--- src/rtl/operand_fetch.sv ---
// Operand-fetch stage: issues register-file reads, captures the data a cycle later,
// forwards from EX/MEM/WB and stalls on load-use hazards before handing off to execute.
module operand_fetch #(
  parameter  int unsigned CNT_W = 32,
  localparam int unsigned XLEN  = 32,
  localparam int unsigned RA_W  = 5
) (
  input  logic             clock,
  input  logic             reset,
  input  logic             i_valid,
  output logic             i_ready,
  input  logic [XLEN-1:0]  i_pc,
  input  logic [XLEN-1:0]  i_instr,
  input  logic             i_flush,
  output logic             rf_enable,
  output logic [RA_W-1:0]  rf_rdaddress_a,
  output logic [RA_W-1:0]  rf_rdaddress_b,
  input  logic [XLEN-1:0]  rf_qa,
  input  logic [XLEN-1:0]  rf_qb,
  input  logic             fwd1_valid,
  input  logic [RA_W-1:0]  fwd1_wraddress,
  input  logic             fwd1_ready,
  input  logic [XLEN-1:0]  fwd1_data,
  input  logic             fwd2_valid,
  input  logic [RA_W-1:0]  fwd2_wraddress,
  input  logic [XLEN-1:0]  fwd2_data,
  input  logic             wb_wren,
  input  logic [RA_W-1:0]  wb_wraddress,
  input  logic [XLEN-1:0]  wb_data,
  output logic             o_valid,
  output logic [XLEN-1:0]  o_pc,
  output logic [XLEN-1:0]  o_instr,
  output logic [XLEN-1:0]  o_op_a,
  output logic [XLEN-1:0]  o_op_b,
  output logic             o_stall,
  output logic [CNT_W-1:0] o_stall_count
);

  // Hold register D
  logic            d_valid_q, d_valid_d;
  logic [XLEN-1:0] d_pc_q, d_pc_d;
  logic [XLEN-1:0] d_instr_q, d_instr_d;

  // Delayed write record W: write-back that commits on the same edge as the RF read sample
  logic            w_wren_q;
  logic [RA_W-1:0] w_addr_q;
  logic [XLEN-1:0] w_data_q;

  // Output register
  logic             o_valid_q, o_valid_d;
  logic [XLEN-1:0]  o_pc_q, o_pc_d;
  logic [XLEN-1:0]  o_instr_q, o_instr_d;
  logic [XLEN-1:0]  o_op_a_q, o_op_a_d;
  logic [XLEN-1:0]  o_op_b_q, o_op_b_d;
  logic [CNT_W-1:0] stall_cnt_q, stall_cnt_d;

  logic [RA_W-1:0] rs, rt;
  logic            stall;
  logic            accept;
  logic [XLEN-1:0] rd_instr;
  logic [XLEN-1:0] op_a, op_b;

  assign rs = d_instr_q[25:21];
  assign rt = d_instr_q[20:16];

  // Only a non-final EX result (a load) can force a stall; r0 never depends on anything
  assign stall = d_valid_q && fwd1_valid && !fwd1_ready && (fwd1_wraddress != '0) &&
                 ((fwd1_wraddress == rs) || (fwd1_wraddress == rt));

  assign i_ready  = !stall;
  assign accept   = i_valid && !stall;
  assign rd_instr = accept ? i_instr : d_instr_q;

  assign rf_enable      = 1'b1;
  assign rf_rdaddress_a = rd_instr[25:21];
  assign rf_rdaddress_b = rd_instr[20:16];

  function automatic logic [XLEN-1:0] resolve(input logic [RA_W-1:0] ra,
                                              input logic [XLEN-1:0] rf_q);
    if (ra == '0)                                  return '0;
    else if (fwd1_valid && fwd1_wraddress == ra)   return fwd1_data;
    else if (fwd2_valid && fwd2_wraddress == ra)   return fwd2_data;
    else if (wb_wren && wb_wraddress == ra)        return wb_data;
    else if (w_wren_q && w_addr_q == ra)           return w_data_q;
    else                                           return rf_q;
  endfunction

  always_comb begin
    op_a = resolve(rs, rf_qa);
    op_b = resolve(rt, rf_qb);
  end

  // Next-state for D and the output register; flush outranks stall outranks advance
  always_comb begin
    d_valid_d   = d_valid_q;
    d_pc_d      = d_pc_q;
    d_instr_d   = d_instr_q;
    o_valid_d   = o_valid_q;
    o_pc_d      = o_pc_q;
    o_instr_d   = o_instr_q;
    o_op_a_d    = o_op_a_q;
    o_op_b_d    = o_op_b_q;
    stall_cnt_d = stall_cnt_q;

    if (i_flush) begin
      d_valid_d = 1'b0;
      o_valid_d = 1'b0;
    end else if (stall) begin
      o_valid_d   = 1'b0;
      stall_cnt_d = stall_cnt_q + CNT_W'(1);
    end else begin
      o_valid_d = d_valid_q;
      o_pc_d    = d_pc_q;
      o_instr_d = d_instr_q;
      o_op_a_d  = op_a;
      o_op_b_d  = op_b;
      d_valid_d = accept;
      if (accept) begin
        d_pc_d    = i_pc;
        d_instr_d = i_instr;
      end
    end
  end

  always_ff @(posedge clock) begin
    if (reset) begin
      d_valid_q   <= 1'b0;
      d_pc_q      <= '0;
      d_instr_q   <= '0;
      w_wren_q    <= 1'b0;
      w_addr_q    <= '0;
      w_data_q    <= '0;
      o_valid_q   <= 1'b0;
      o_pc_q      <= '0;
      o_instr_q   <= '0;
      o_op_a_q    <= '0;
      o_op_b_q    <= '0;
      stall_cnt_q <= '0;
    end else begin
      d_valid_q   <= d_valid_d;
      d_pc_q      <= d_pc_d;
      d_instr_q   <= d_instr_d;
      w_wren_q    <= wb_wren;
      w_addr_q    <= wb_wraddress;
      w_data_q    <= wb_data;
      o_valid_q   <= o_valid_d;
      o_pc_q      <= o_pc_d;
      o_instr_q   <= o_instr_d;
      o_op_a_q    <= o_op_a_d;
      o_op_b_q    <= o_op_b_d;
      stall_cnt_q <= stall_cnt_d;
    end
  end

  assign o_valid       = o_valid_q;
  assign o_pc          = o_pc_q;
  assign o_instr       = o_instr_q;
  assign o_op_a        = o_op_a_q;
  assign o_op_b        = o_op_b_q;
  assign o_stall       = stall;
  assign o_stall_count = stall_cnt_q;

endmodule

--- config.mk ---
export PLATFORM = sky130hd
export DESIGN_NAME = operand_fetch
export DESIGN_NICKNAME = d
export VERILOG_FILES = /design/src/rtl/operand_fetch.sv
export SDC_FILE = /design/constraint.sdc
export NUM_CORES = 1
export LEC_CHECK = 0
export ABC_AREA = 1
export BUFFER_PORTS_ARGS = -buffer_cell sky130_fd_sc_hd__buf_2
export CAP_MARGIN = 40
export CELL_PAD_IN_SITES_DETAIL_PLACEMENT = 1
export CELL_PAD_IN_SITES_GLOBAL_PLACEMENT = 1
export CORE_MARGIN = 10
export CORE_UTILIZATION = 35
export DETAILED_ROUTE_END_ITERATION = 12
export PLACE_DENSITY_LB_ADDON = 0.1
export SLEW_MARGIN = 30
export SYNTH_ARGS = -nofsm -noshare
export SYNTH_HDL_FRONTEND = slang
export SYNTH_SLANG_ARGS = --single-unit
--- constraint.sdc ---
create_clock -name clock -period 2.3 [get_ports clock]
set_clock_uncertainty 0.1 [all_clocks]
set_input_delay 0.46 -clock clock [delete_from_list [all_inputs] [get_ports clock]]
set_output_delay 0.46 -clock clock [all_outputs]
set_load 0.05 [all_outputs]
# Word-level counts from Yosys, hierarchy flattened
# Index checks and enable logic that the tools add are counted.
# W data, S select, Z words.
[word_totals]
ram_bits = 0
mem_bits_ro = 0
input_bits = 247
reg_bits = 264
latch_bits = 0
wordCells = 59
memories = 0
[classes]
n_eq_ne = 8
n_bitwise = 2
mul = 0
div = 0
n_shift = 0
n_lt_le_gt_ge = 0
reduce_logical = 24
addsub = 1
mux = 11
[op_table]
columns = ["cell", "n"]
rows = [
  ["$mux W32", 10],
  ["$eq A5 B5 Y1", 8],
  ["$add A32 B1 Y32 const B", 1],
  ["$mux W26", 1],
  ["$logic_and A1 B1 Y1", 13],
  ["$logic_not A5 Y1", 2],
  ["$reduce_bool A5 Y1", 1],
  ["$reduce_and A2 Y1", 2],
  ["$reduce_and A3 Y1", 1],
  ["$reduce_or A3 Y1", 1],
  ["$logic_not A1 Y1", 2],
  ["$not A1 Y1", 2],
  ["$reduce_or A2 Y1", 1],
  ["$logic_or A1 B1 Y1", 1],
]

# Logic depth before layout (Yosys ltp)
# Gate-level depths: netlist of the first run.
[logic_depth]
ltp_word = 7
ltp_mapped = 14
mapped_depth_nobuf = 12

# Worst setup path before layout of the first run
# OpenSTA, ideal clock, no wires.
[synth_timing]
path_kind = "in2out"
start = "input fwd1_wraddress[2]"
end = "output rf_rdaddress_a[0]"
arrival_time_ns = 1.800
setup_slack_ns = -0.060
required_ns = 1.740
cell_stages = 10
path_cell_list = "inv_1 > nand2_1 > nand2_1 > nor2_1 > nand3_1 > nand2_2 > nand2_4 > buf_2 > nand3_1 > nand2_1"
[synth_between]
elab_chain_len = 6
elab_cells_between_ends = 9
[synth_rtl]
columns = ["element", "line_no", "source"]
rows = [
  ["start, declared", "21", "input logic [RA_W-1:0] fwd1_wraddress,"],
  ["$eq A5 B5 Y1 or $reduce_bool A5 Y1 (tied branches)", "68, 67", ""],
  ["$logic_or A1 B1 Y1 or $logic_and A1 B1 Y1 (tied branches)", "68, 67", ""],
  ["$logic_and A1 B1 Y1 (*)", "67", "assign stall = d_valid_q && fwd1_valid && !fwd1_ready && (fwd1_wraddress != '0) &&"],
  ["$logic_not A1 Y1 (*)", "--", ""],
  ["net i_ready", "11", "output logic i_ready,"],
  ["$logic_and A1 B1 Y1 (*)", "71", "assign accept = i_valid && !stall;"],
  ["$mux W26 (*)", "--", ""],
  ["end, declared", "16", "output logic [RA_W-1:0] rf_rdaddress_a,"],
]
# The timed path passes the listed nets; every way through them passes the cells marked *.

# Worst setup path in the final report of the first run
[layout_timing]
start = "register d_instr_q[20]"
end = "output rf_rdaddress_a[1]"
[layout_between]
elab_chain_len = 6
[layout_rtl]
columns = ["element", "line_no", "source"]
rows = [
  ["start, declared", "42", "logic [XLEN-1:0] d_instr_q, d_instr_d;"],
  ["start signal, assigned", "142", "d_instr_q <= d_instr_d;"],
  ["$eq A5 B5 Y1", "68", "((fwd1_wraddress == rs) || (fwd1_wraddress == rt));"],
  ["$logic_or A1 B1 Y1", "68", ""],
  ["$logic_and A1 B1 Y1", "67", ""],
  ["$logic_not A1 Y1", "71", ""],
  ["$logic_and A1 B1 Y1", "71", ""],
  ["$mux W26", "--", ""],
]
# No other way between the ends.

==> results of run 1 <==
==> cells in the mapped netlist <==
cell      number  area (um2)
conb_1         1        3.75
nor2_1       244         916
dfxtp_1      264        5290
nor3_1        21         105
buf_1          3        11.3
o21ai_1        9        45.0
nand2_1      484        1820
nor3b_1        2        15.0
clkbuf_1      91         342
ha_1           1        12.5
inv_1        138         518
xnor2_1       14         123
inv_2         10        37.5
o21ai_0      122         611
nand2_2        1        6.26
nand3_2        2        20.0
nand3_1      220        1100
xor2_1        20         175
nand2_4        2        22.5
nor2_2         4        25.0
buf_4          7        52.6
a21oi_1      281        1410
nand3b_1       1        7.51
buf_2         45         225
nand4_1       69         432
buf_6          4        45.0
nor2_4         1        11.3
==> metal layers <==
layer  global-route usage  vias to the layer above
met1                0.309                     7744
met3               0.0649                      140
li1                     -                     7611
met4               0.0786                       16
met5                    0                        -
met2                0.452                      578
==> final timing paths <==
check                                   start                end  cells past startpoint
worst max-delay path            d_instr_q[20]  rf_rdaddress_a[1]                      9
worst min-delay path                  wb_wren           w_wren_q                      3
worst max register to register  d_instr_q[20]          o_op_b[0]                     14
worst min register to register     d_pc_q[24]           o_pc[24]                      2
==> where the power goes <==
part	internal (mW)	switching, mW
combinational	0.885	1.99
sequential	4.84	0.150
clock	3.07	2.14
==> cell families (layout without fill, tap and decap cells) <==
kind of cell / count (synthesis) / count (layout)
AOI/OAI and AO/OA: 412 / 412
buffers and inverters: 298 / 745
adders and majority gates: 1 / 1
other: 1 / 7
and+or+nand+nor: 1051 / 1051
xor gates and xnor gates: 34 / 34
DFF: 264 / 264
==> worst register-to-register path, delay by kind of cell, from the launching register on <==
kind | cells | cell delay [ps]
flops | 1 | 340
xor+xnor | 1 | 300
simple gates | 5 | 560
buf+inv | 7 | 980
compound gates | 1 | 50
==> layout make-up <==
cell class	instances	area [um2]	share of cell area
diodes	6	15.0	0.000812
inverters	148	563	0.0305
repair buffers	540	3630	0.196
flip-flops and latches	264	5310	0.287
well taps	511	639	0.0346
clock inverters	9	95.1	0.00514
multi-input cells	1499	7270	0.393
clock buffers	48	975	0.0527
==> sequential cells by signal, summed over array words and instances (netlist names) <==
register / cells
d_instr_q: 32
d_pc_q: 32
d_valid_q: 1
o_instr: 32
o_op_a: 32
o_op_b: 32
o_pc: 32
o_stall_count: 32
o_valid: 1
w_addr_q: 5
w_data_q: 32
w_wren_q: 1
==> repair_timing <==
action                                 in CTS  in global routing
setup endpoints to repair                  12                 80
pin swaps                                  18                 45
setup buffers                              15                  8
endpoints found under the hold margin       0                  0
hold buffers                                0                  0
gates cloned                                0                  6
gates resized for setup                    69                105
==> stage by stage <==
| step | setup TNS (ps) | std cells |
|---|---|---|
| after floorplan | 0 | 2061 |
| after detailed placement | -1020 | 2937 |
| after CTS | -3280 | 3009 |
| final | -6420 | 3025 |
| after global placement | -138 | 2937 |
| after global routing | -10570 | 3021 |
==> run metrics, run 1 <==
fin. max-slew vios 0; most common cell after layout, fill and taps aside nand2_1; CP Max Fanout 8; power per cell area 708 nW/um2; top layer reached by signal wires met5; Root Buffer clkbuf_16; simple-gate area share of the yosys netlist 0.335; GRT Overall Usage 0.260; drt via density 5.32; most used cell, CP nand2_2; largest net degree at the start of global routing 103; final hold vios 0; Tot Pwr 13.1 mW; Arr. time, crit path 2020 ps; post-route clock period utilization 1.12; most frequent cells in the layout nand2_1, buf_2, a21oi_1; routed wl met3 4.55 mm; CP Buf/Inv Count 2; Max transition margin 0.631; maxcap violations 0; post-synthesis mux area share 0; status finished, violations left; DRT Pass-1 Iters 6; synth unique cells 27; initial DRC count 1292; Worst Slack Setup Final -278 ps; wl on met1 26.7 mm; CP Cell Sequence xnor2_1 -> nand3_2 -> nand2_2 -> nand2_4 -> nand2_4 -> buf_12 -> nand2_2 -> nand2_2 -> buf_8; vias in the first global route 16.6k; worst skew pair latency 540 ps; sequential share of the synthesized area 0.395; CTS tree done; HPWL after detailed placement 46.2 mm; full die area 46400 um2; Num CTS Buffers 34; Die Width 215 um; post-synthesis adder-cell area fraction 0.000936; WL met2 31.9 mm; Initial Util 0.355; hold_ws 60.4 ps; register bit total from synthesis 264; Top delay family on crit path simple AND/OR/NAND/NOR gates; RSZ-0062 raised after global routing yes; first-pass GRT wire length 96.9 mm; layout cell share with drive strength beyond 1 0.285; port bufs 419; Max IR drop VDD 461 uV; # DRC 0; antenna viol nets, final 0; Finished Core Util 0.491; Leakage 8.75 nW; Cell Area, Placed 16600 um2; Rows 71; CP Launch Type flop; GPL Wtd Cong 0.901; worst hold-check path type primary input to flop; area delta synth->final 38.3%; dominant combinational cell family by area after synthesis simple AND/OR/NAND/NOR gates; Routed WL per cell 21.6 um; Post-Syn Area 13400 um2; Vias 16.1k; compound-cell area share of the yosys netlist 0.154; average size of a mapped cell 6.49 um2; crit path capture type output pin; slowest stage delay, CP 340 ps; Post-Synth XOR/XNOR Area 0.0223; Achievable Freq 0.388 GHz; Critical Path RT 1740 ps; Core ar. 37700 um2; Total Wirelength 65.3 mm; clock slew at reported path FFs 60 ps; critical path type flop to output pin; GRT overflow 0; I/O pin cnt 421; Setup Viol. Count Final 44; Ys Warns 0; htree depth 2; Post-Syn Nets 2309; initial antenna violation count 15; Clock Path Buffers 3; crit path max-delay cell type dfxtp_1; post-layout instance area 18500 um2; flop2flop setup slack -160 ps; failing checks setup timing; Nets 2735; clk sinks 264; post-route minimum period 2580 ps; Cells after Synth 2061; Worst Tran Pin Value 553 ps; Die Y 215 um; pre-CTS WS -87.8 ps; # fillers 5012
(Power assumes the default switching activity.)
==> run 2: changes to the inputs <==
--- a/config.mk
+++ b/config.mk
@@ -13,8 +13,9 @@
 export CORE_MARGIN = 10
 export CORE_UTILIZATION = 35
 export DETAILED_ROUTE_END_ITERATION = 12
+export HOLD_SLACK_MARGIN = 0.1
 export PLACE_DENSITY_LB_ADDON = 0.1
-export SLEW_MARGIN = 30
+export SLEW_MARGIN = 20
 export SYNTH_ARGS = -nofsm -noshare
 export SYNTH_HDL_FRONTEND = slang
 export SYNTH_SLANG_ARGS = --single-unit
==> constraint.sdc (replaced) <==
create_clock -name clock -period 2.4 [get_ports clock]
set_clock_uncertainty 0.1 [all_clocks]
set_input_delay 0.48 -clock clock [delete_from_list [all_inputs] [get_ports clock]]
set_output_delay 0.48 -clock clock [all_outputs]
set_load 0.05 [all_outputs]
==> run 2 against run 1 <==
  * The flow still finishes with violations (setup timing)
  * Register-to-register slack lost 50 ps
  * Setup slack lost 15 ps
  * Global-route usage grew 0.52 points
  * Clock-buffer cell count grew 4
  * Cell count grew 0.99%
  * Non-clock buffer count grew 29
  * Sequential power shrank 4%
  * Die area is the same
  * Hold slack gained 56 ps
  * Via count grew 1.3%
  * Flip-flop and latch count is the same
==> run metrics, run 2 (synthesized netlist as in run 1, its figures left out) <==
status finished, violations left (unchanged); failing checks setup timing (unchanged); GPL Wtd Cong 0.873 (was 0.901); Setup Viol. Count Final 45 (was 44); htree depth 2 (unchanged); full die area 46400 um2 (unchanged); Num CTS Buffers 34 (unchanged); Vias 16.3k (was 16.1k); reg2reg start d_instr_q[24] (was d_instr_q[20]); Routed WL per cell 21.6 um (about the same); pre-CTS WS -60.4 ps (was -87.8 ps); clock slew at reported path FFs 60 ps (about the same); first-pass GRT wire length 98.6 mm (was 96.9 mm); Critical Path RT 1820 ps (was 1740 ps); hold_sp wb_data[25] (was wb_wren); worst hold endpoint w_data_q[25] (was w_wren_q); CTS tree done (unchanged); Die Y 215 um (unchanged); register area 5300 um2 (was 5310 um2); post-route minimum period 2690 ps; GRT overflow 0 (unchanged); end of the worst register-to-register path o_op_a[12] (was o_op_b[0]); antenna viol nets, final 0 (unchanged); I/O pin cnt 421 (unchanged); critical path type flop to output pin (unchanged); Max IR drop VDD 365 uV (was 461 uV); initial DRC count 1036 (was 1292); Core ar. 37700 um2 (unchanged); Achievable Freq 0.371 GHz; Rows 71 (unchanged); slowest stage delay, CP 360 ps (was 340 ps); Clock Path Buffers 3 (unchanged); initial antenna violation count 11 (was 15); area of the multi-input gates 7130 um2 (was 7270 um2); HPWL after detailed placement 45.4 mm (was 46.2 mm); Total Wirelength 66.0 mm (was 65.3 mm); # fillers 4986 (was 5012); Worst Tran Pin Value 623 ps (was 553 ps); layout cell share with drive strength beyond 1 0.265 (was 0.285); most used cell, CP nand2_4 (was nand2_2); fin. max-slew vios 0 (unchanged); most frequent cells in the layout nand2_1, buf_2, a21oi_1 (unchanged); CP Launch Type flop (unchanged); R2R depth 18 (was 14); vias in the first global route 16.9k (was 16.6k); crit path max-delay cell type dfxtp_4 (was dfxtp_1); hold_ws 117 ps (was 60.4 ps); crit path capture type output pin (unchanged); Max transition margin 0.585 (was 0.631); port bufs 419 (unchanged); worst hold-check path type primary input to flop (unchanged); worst skew pair latency 550 ps (was 540 ps); post-route clock period utilization 1.12; Root Buffer clkbuf_16 (unchanged); CP Cell Sequence buf_6 -> nand2_2 -> nand2_2 -> nor2_4 -> nand3_2 -> nand2_2 -> nand2_4 -> nand2_4 -> buf_12 -> nand2_4 -> nand2_4 -> buf_12 (was xnor2_1 -> nand3_2 -> nand2_2 -> nand2_4 -> nand2_4 -> buf_12 -> nand2_2 -> nand2_2 -> buf_8); RSZ-0062 raised after global routing yes (unchanged); # DRC 0 (unchanged); DRT Pass-1 Iters 5 (was 6); largest net degree at the start of global routing 123 (was 103); clk sinks 264 (unchanged); most common cell after layout, fill and taps aside nand2_1 (unchanged); Leakage 8.87 nW (was 8.75 nW); Top delay family on crit path simple AND/OR/NAND/NOR gates (unchanged); DP Cell Count 2921 (was 2937); drt via density 5.34 (was 5.32); CP Buf/Inv Count 3 (was 2); final hold vios 0 (unchanged); Die Width 215 um (unchanged); WHS Path Cells 3 (unchanged); maxcap violations 0 (unchanged); final std cells w/o fill 3055 (was 3025); CP Max Fanout 8 (unchanged); flop2flop setup slack -210 ps (was -160 ps); Worst Slack Setup Final -293 ps (was -278 ps); Nets 2764 (was 2735); Arr. time, crit path 2110 ps (was 2020 ps); area delta synth->final 39.1% (was 38.3%); power per cell area 682 nW/um2 (was 708 nW/um2); Initial Util 0.355 (unchanged); Tot Pwr 12.7 mW (was 13.1 mW); GRT Overall Usage 0.265 (was 0.260)
[run 2: cell count changes in the layout (fill, tap and decap cells not counted), sizes merged]
| cell | delta |
|---|---|
| clkbuf | +1 |
| clkinv | -3 |
| dlygate4sd3 | +42 |
| buf | -10 |
| clkinvlp | -1 |
| inv | +1 |
[run 2: final cells by class]
cell class	count	share of cell area
multi-input cells	1499	0.383
well taps	511	0.0344
clock buffers	52	0.0548
inverters	148	0.0300
repair buffers	569	0.208
clock inverters	6	0.00417
diodes	6	0.000807
flip-flops and latches	264	0.285
[run 2: what timing repair did]
item                                    CTS  global route
hold buffers                             42             0
setup buffers                            22             4
resized for setup                        62            64
endpoints found under the setup margin   12            45
cloned                                    0             2
endpoints found under the hold margin    42             0
pin swaps                                16            12
[run 2: how the worst max path moves through the flow]
stage               slack [ps]  cells past startpoint         startpoint                end
detailed placement         -60                     13  fwd1_wraddress[3]  rf_rdaddress_a[1]
global route              -430                     12      d_instr_q[19]  rf_rdaddress_a[1]
floorplan                  0.3                     10  fwd1_wraddress[2]  rf_rdaddress_a[0]
global placement            10                     13  fwd1_wraddress[3]  rf_rdaddress_a[1]
finish                    -290                     12      d_instr_q[24]  rf_rdaddress_b[0]
CTS                       -240                     12      d_instr_q[24]  rf_rdaddress_b[2]
[run 2: worst register-to-register path, delay by kind of cell, from the launching register on]
| family | cells | cell delay, ps |
|---|---|---|
| simple gates | 8 | 780 |
| flops | 1 | 360 |
| compound gates | 1 | 70 |
| buf+inv | 9 | 1170 |
[run 2: per-layer routing]
layer  part of all wire  wire, um  global-route usage
met1               0.41     26900               0.318
met2               0.48     31800               0.450
met3              0.070      4650              0.0629
met4              0.041      2680               0.102
met5            0.00061        40                   0
[run 2: metrics by stage]
step | util | TNS, ps | cell area [um2]
after detailed placement | 0.436 | -458 | 16400
after global routing | 0.494 | -12390 | 18600
after floorplan | - | 0 | 13400
after CTS | 0.486 | -3600 | 18300
final | 0.494 | -7460 | 18600
after global placement | 0.436 | 0 | 16400
[run 2: where the power goes]
part           switching (mW)  internal (mW)
Combinational            1.93          0.887
Clock                    2.05           3.04
Sequential              0.142           4.64
Total                    4.12           8.57
